===== config.mk =====
export PLATFORM = sky130hd
export DESIGN_NAME = ctrl_word_scheduler
export DESIGN_NICKNAME = d
export VERILOG_FILES = /design/src/rtl/ctrl_sched_pkg.sv /design/src/rtl/ctrl_word_scheduler_rr_arbiter.sv /design/src/rtl/ctrl_word_scheduler.sv
export SDC_FILE = /design/constraint.sdc
export NUM_CORES = 1
export LEC_CHECK = 0
export ABC_AREA = 0
export BUFFER_PORTS_ARGS = -buffer_cell sky130_fd_sc_hd__clkbuf_2
export CAP_MARGIN = 10
export CORE_MARGIN = 3
export CORE_UTILIZATION = 35
export DETAILED_ROUTE_END_ITERATION = 6
export GPL_TIMING_DRIVEN = 0
export PLACE_DENSITY_LB_ADDON = 0.08
export SLEW_MARGIN = 20
export SYNTH_ARGS = -nofsm -noshare
export SYNTH_HDL_FRONTEND = slang
export SYNTH_SLANG_ARGS = --single-unit

===== constraint.sdc =====
create_clock -name clk -period 6.15 [get_ports clk]
set_clock_uncertainty 0.1 [all_clocks]
set_input_delay 1.23 -clock clk [delete_from_list [all_inputs] [get_ports clk]]
set_output_delay 1.23 -clock clk [all_outputs]
set_load 0.05 [all_outputs]

===== src/rtl/ctrl_sched_pkg.sv =====
// Shared types, defaults and width helper for the control-word scheduler.
// Optional build macro CTRL_SCHED_FIXED_PRIO_EN is consumed by the arbiter and top.
package ctrl_sched_pkg;

  typedef enum logic [0:0] {
    IDLE = 1'b0,
    HOLD = 1'b1
  } sched_state_e;

  localparam int unsigned DEF_NUM_REQ    = 32'd4;
  localparam int unsigned DEF_DATA_WIDTH = 32'd8;
  localparam int unsigned DEF_MIN_HOLD   = 32'd16;

  // Ceiling log2, never less than 1 so it can size a vector directly.
  function automatic int unsigned clog2(input int unsigned value);
    int unsigned width;
    width = 32'd0;
    while ((32'd1 << width) < value) begin
      width = width + 32'd1;
    end
    return (width == 32'd0) ? 32'd1 : width;
  endfunction

endpackage


===== src/rtl/ctrl_word_scheduler_rr_arbiter.sv =====
// Combinational grant selector: round-robin from a pointer, or fixed lowest-index
// priority when CTRL_SCHED_FIXED_PRIO_EN is defined (the pointer port disappears).
module rr_arbiter
  import ctrl_sched_pkg::*;
#(
  parameter int unsigned NUM_REQ = DEF_NUM_REQ,
  parameter int unsigned IDX_W   = clog2(NUM_REQ)
) (
  input  logic [NUM_REQ-1:0] req,
`ifndef CTRL_SCHED_FIXED_PRIO_EN
  input  logic [IDX_W-1:0]   ptr,
`endif
  output logic [NUM_REQ-1:0] grant,
  output logic [IDX_W-1:0]   grant_idx,
  output logic               grant_any
);

  // First asserted request, scanning upward from the start index with wrap.
  always_comb begin : arb_p
    logic [IDX_W-1:0] idx_v;
    logic [IDX_W:0]   sum_v;
    logic             hit_v;
    grant     = '0;
    grant_idx = '0;
    grant_any = 1'b0;
    idx_v     = '0;
    sum_v     = '0;
    hit_v     = 1'b0;
    for (int k = 0; k < int'(NUM_REQ); k++) begin
`ifdef CTRL_SCHED_FIXED_PRIO_EN
      sum_v = (IDX_W+1)'(k);
`else
      sum_v = {1'b0, ptr} + (IDX_W+1)'(k);
      sum_v = (sum_v >= (IDX_W+1)'(NUM_REQ)) ? (sum_v - (IDX_W+1)'(NUM_REQ)) : sum_v;
`endif
      idx_v            = sum_v[IDX_W-1:0];
      hit_v            = !grant_any && req[idx_v];
      grant[idx_v]     = grant[idx_v] | hit_v;
      grant_idx        = hit_v ? idx_v : grant_idx;
      grant_any        = grant_any | hit_v;
    end
  end

endmodule


===== src/rtl/ctrl_word_scheduler.sv =====
// Shares one rate-limited control word among NUM_REQ requesters with a dwell of
// MIN_HOLD cycles after each change. Build macro: CTRL_SCHED_FIXED_PRIO_EN.
module ctrl_word_scheduler
  import ctrl_sched_pkg::*;
#(
  parameter int unsigned           NUM_REQ     = DEF_NUM_REQ,
  parameter int unsigned           DATA_WIDTH  = DEF_DATA_WIDTH,
  parameter int unsigned           MIN_HOLD    = DEF_MIN_HOLD,
  parameter logic [DATA_WIDTH-1:0] RESET_VALUE = '0
) (
  input  logic                          clk,
  input  logic                          aresetn,
  input  logic [NUM_REQ-1:0]            req_valid,
  input  logic [NUM_REQ*DATA_WIDTH-1:0] req_data,
  output logic [NUM_REQ-1:0]            req_ready,
  output logic [DATA_WIDTH-1:0]         ctrl_out,
  output logic                          ctrl_update,
  output logic [clog2(NUM_REQ)-1:0]     grant_id,
  output logic                          busy
);

  localparam int unsigned IDX_W = clog2(NUM_REQ);
  localparam int unsigned CNT_W = clog2(MIN_HOLD + 32'd1);
  localparam logic [CNT_W-1:0] HOLD_LOAD = CNT_W'(MIN_HOLD - 32'd1);

  sched_state_e            state_r;
  sched_state_e            state_nxt_s;
  logic [CNT_W-1:0]        cnt_r;
  logic [DATA_WIDTH-1:0]   ctrl_out_r;
  logic                    ctrl_update_r;
  logic [IDX_W-1:0]        grant_id_r;
  logic [NUM_REQ-1:0]      grant_s;
  logic [IDX_W-1:0]        grant_idx_s;
  logic                    grant_any_s;
  logic [DATA_WIDTH-1:0]   sel_data_s;
  logic                    xfer_s;
  logic                    change_s;

`ifndef CTRL_SCHED_FIXED_PRIO_EN
  logic [IDX_W-1:0]        ptr_r;
`endif

  rr_arbiter #(
    .NUM_REQ (NUM_REQ),
    .IDX_W   (IDX_W)
  ) u_arb (
    .req       (req_valid),
`ifndef CTRL_SCHED_FIXED_PRIO_EN
    .ptr       (ptr_r),
`endif
    .grant     (grant_s),
    .grant_idx (grant_idx_s),
    .grant_any (grant_any_s)
  );

  // Word offered by the winning requester.
  always_comb begin
    sel_data_s = '0;
    for (int i = 0; i < int'(NUM_REQ); i++) begin
      sel_data_s = (grant_idx_s == IDX_W'(i)) ? req_data[i*DATA_WIDTH +: DATA_WIDTH] : sel_data_s;
    end
  end

  assign xfer_s   = (state_r == IDLE) && grant_any_s;
  assign change_s = xfer_s && (sel_data_s != ctrl_out_r);

  // State register.
  always_ff @(posedge clk or negedge aresetn) begin
    if (!aresetn) begin
      state_r <= IDLE;
    end else begin
      state_r <= state_nxt_s;
    end
  end

  // Next state: only a real change of the word starts a dwell.
  always_comb begin
    state_nxt_s = state_r;
    case (state_r)
      IDLE:    state_nxt_s = change_s ? HOLD : IDLE;
      HOLD:    state_nxt_s = (cnt_r == '0) ? IDLE : HOLD;
      default: state_nxt_s = IDLE;
    endcase
  end

  // Accept strobe; forced low while reset is held so no handshake is seen.
  always_comb begin
    req_ready = '0;
    if (aresetn && (state_r == IDLE)) begin
      req_ready = grant_s;
    end else begin
      req_ready = '0;
    end
  end

  // Applied word, update pulse, grant id, dwell counter and rotation pointer.
  always_ff @(posedge clk or negedge aresetn) begin
    if (!aresetn) begin
      ctrl_out_r    <= RESET_VALUE;
      ctrl_update_r <= 1'b0;
      grant_id_r    <= '0;
      cnt_r         <= '0;
`ifndef CTRL_SCHED_FIXED_PRIO_EN
      ptr_r         <= '0;
`endif
    end else begin
      ctrl_update_r <= change_s;
      if (change_s) begin
        ctrl_out_r <= sel_data_s;
      end
      if (xfer_s) begin
        grant_id_r <= grant_idx_s;
`ifndef CTRL_SCHED_FIXED_PRIO_EN
        ptr_r      <= (grant_idx_s == IDX_W'(NUM_REQ - 32'd1)) ? '0 : (grant_idx_s + IDX_W'(1));
`endif
      end
      case (state_r)
        IDLE:    cnt_r <= change_s ? HOLD_LOAD : cnt_r;
        HOLD:    cnt_r <= (cnt_r != '0) ? (cnt_r - CNT_W'(1)) : cnt_r;
        default: cnt_r <= '0;
      endcase
    end
  end

  assign ctrl_out    = ctrl_out_r;
  assign ctrl_update = ctrl_update_r;
  assign grant_id    = grant_id_r;
  assign busy        = (state_r == HOLD);

endmodule


==> results.sh <==
export IMPL_status="finished, final reports clean"
export IMPL_post_cts_setup_buffers=0
export IMPL_grt_pass1_vias=1843
export IMPL_final_common_cell="clkbuf_2"
export IMPL_initial_utilization_pct=37.4
export IMPL_overflow=0
export IMPL_ant_nets=0
export IMPL_vias_per_cell=5.45
export IMPL_timing_final_crit_share_pct=88.1
export IMPL_drv_cap=0
export IMPL_grt_first_pass_wirelength_um=8800
export IMPL_synthFlopType="dfrtp_1"
export IMPL_yosys_area_top_type="dfrtp_1"
export IMPL_final_core_util_pct=44.9
export IMPL_worst_slew_pin_slew_ns=0.564
export IMPL_hold_path_class="register to register"
export IMPL_area_growth_pct=20.2
export IMPL_drt_iter0_markers=90
export IMPL_grt_max_degree=22
export IMPL_coreArea_sq_mm=0.00530
export IMPL_crit_path_start_kind="register"
export IMPL_worstSetupEndpointType="register"
export IMPL_synthTopCellsByArea="dfrtp_1 (24%), ha_1 (6.3%), mux2_2 (5.7%)"
export IMPL_die_h_um=81.2
export IMPL_postSynthCellCount=235
export IMPL_postSynthAreaPerCell_sq_um=8.43
export IMPL_synth_top_area_share_pct=24.0
export IMPL_antenna_found_initial=0
export IMPL_seqCellArea_sq_um=475
export IMPL_cts_resized_gates=0
export IMPL_tns_ns=0
export IMPL_crit_fanout=11
export IMPL_ys_ff_latch=19
export IMPL_grtUsageTotal_pct=16.9
export IMPL_syn_area_sq_mm=0.00198
export IMPL_dieArea_sq_mm=0.00660
export IMPL_rsz0062_at_grt="no"
export IMPL_setup_violations=0
export IMPL_wl_um=5230
export IMPL_drt_pass1_iter_count=4
export IMPL_path_clk_slew_ns=0.08
export IMPL_numPortBuffers=53
export IMPL_cts_root_buf="clkbuf_8"
export IMPL_syn_num_nets=283
export IMPL_cp_data_required_time_ns=6.20
export IMPL_drc=0
export IMPL_io_pins=54
export IMPL_num_rows=26
export IMPL_dp_hpwl_um=4050
export IMPL_die_x_um=81.2
export IMPL_numCtsBuffers=3
export IMPL_num_vias=1972
export IMPL_hold_violations=0
export IMPL_synth_edff_count=0
export IMPL_final_layout_size_suffix_gt1_share_pct=29.8
export IMPL_slew_limit_headroom_pct=62.4
export IMPL_wl_per_cell_um=14.4
export IMPL_place_area_sq_mm=0.00233
export IMPL_design_area_sq_mm=0.00238
export IMPL_synth_cell_types=58
export IMPL_async_reset_ff_share_pct=100
export IMPL_clock_path_buffers=2
export IMPL_cp_data_arrival_time_ns=5.46
export IMPL_synth_seq_area_share_pct=24.0
export IMPL_path_class="register to register"
export IMPL_n_fill_cell=530
export IMPL_htreeDepth=1
export IMPL_cts_num_sinks=19
export IMPL_clock_latency_ns=0.25
export IMPL_layout_common_cells="clkbuf_2 (53), nor2_1 (19), nand2_1 (19), dfrtp_1 (19), inv_1 (15)"
export IMPL_slew_violations=0
export IMPL_fmax_mhz=185
export IMPL_fin_nets=341
export IMPL_synth_warnings=0
export IMPL_diodes=0
export IMPL_fin_crit_ns=5.42
export IMPL_gp_congestion=0.854
export IMPL_cts_tree="done"
export IMPL_hold_buffers=0
export IMPL_multi_input_area_sq_mm=0.00135
==> through the flow <==
stage          hold slack, ns  worst slack, ns  std cells
2_1_floorplan           0.369             1.00        235
5_1_grt                 0.460            0.188        362
3_5_place_dp            0.397            0.723        358
6_report                0.413            0.733        362
4_1_cts                 0.417            0.701        362
3_3_place_gp            0.395            0.815        358
==> state kept, by name (all words and copies together), names as in the netlist <==
name	count
cnt_r	5
busy	1
ptr_r	2
grant_id	2
ctrl_update	1
ctrl_out	8
==> area by class of cell <==
type                    count  area share, %
multi-input cells         183           56.7
flip-flops and latches     19           20.0
repair buffers             53           11.1
plain buffers              17           4.05
well taps                  70           3.68
inverters                  16           2.52
clock buffers               3           1.74
clock inverters             1          0.210
==> synth_stat cells (4+ instances only) <==
cell type / n
nand3_1: 7
dfrtp_1: 19
nand2b_1: 5
mux2_2: 10
a221oi_2: 4
a211oi_1: 5
o21ai_0: 12
inv_1: 15
nor2_1: 19
nor3_1: 11
o22ai_1: 8
a221oi_1: 4
clkbuf_1: 8
o31ai_1: 4
ha_1: 10
a21oi_1: 6
o21a_1: 5
buf_2: 5
nand2_1: 19
==> worst max-delay path, cell delays in order, from the launching register on <==
cell and delay [ns]:
dfrtp_1 0.39, buf_6 0.15, clkbuf_1 0.34, inv_2 0.20
ha_1 0.36, buf_2 0.22, or4bb_1 0.51, o31ai_1 0.09
a21oi_1 0.15, nand3_1 0.10, a21oi_1 0.06, nor3_1 0.42
inv_1 0.12, ha_1 0.20, buf_4 0.17, nor2b_1 0.15
buf_6 0.16, a221oi_2 0.09, o21a_1 0.20, nor4b_1 0.37
nand4_1 0.16, and2_1 0.19, buf_6 0.12, o31a_1 0.26
==> cell families after synthesis <==
kind of cell,count (synthesis),share of synthesized area (%)
AO/OA/AOI/OAI,67,25.8
flip-flops,19,24.0
XOR/XNOR,5,2.21
multiplexers,17,11.4
AND/OR/NAND/NOR,84,22.4
adder cells (fa/ha/maj),10,6.32
buffers and inverters,33,7.90
==> routing by layer <==
| metal | vias up | routed length [um] | global-route usage (%) |
|---|---|---|---|
| met5 | - | 0 | 0 |
| met4 | 0 | 89 | 6.25 |
| met2 | 61 | 2350 | 26.3 |
| met1 | 914 | 2500 | 24.0 |
| li1 | 991 | - | - |
| met3 | 6 | 286 | 1.88 |
==> path summary, 6_finish.rpt <==
path / startpoint / slack (ns) / cells after the start / end
hold / removal: cnt_r[0] / 0.41 / 1 / cnt_r[0]
setup / recovery: ptr_r[0] / 0.73 / 23 / cnt_r[1]
min in group asynchronous: aresetn / 0.84 / 1 / ctrl_out[3]
hold reg to reg: cnt_r[0] / 0.41 / 1 / cnt_r[0]
setup reg to reg: ptr_r[0] / 0.73 / 23 / cnt_r[1]
max in group asynchronous: aresetn / 4.74 / 1 / cnt_r[0]
Power is left out: the tool's default activity adds up to more than one toggle a clock period on the data nets, which glitch-free logic cannot reach.
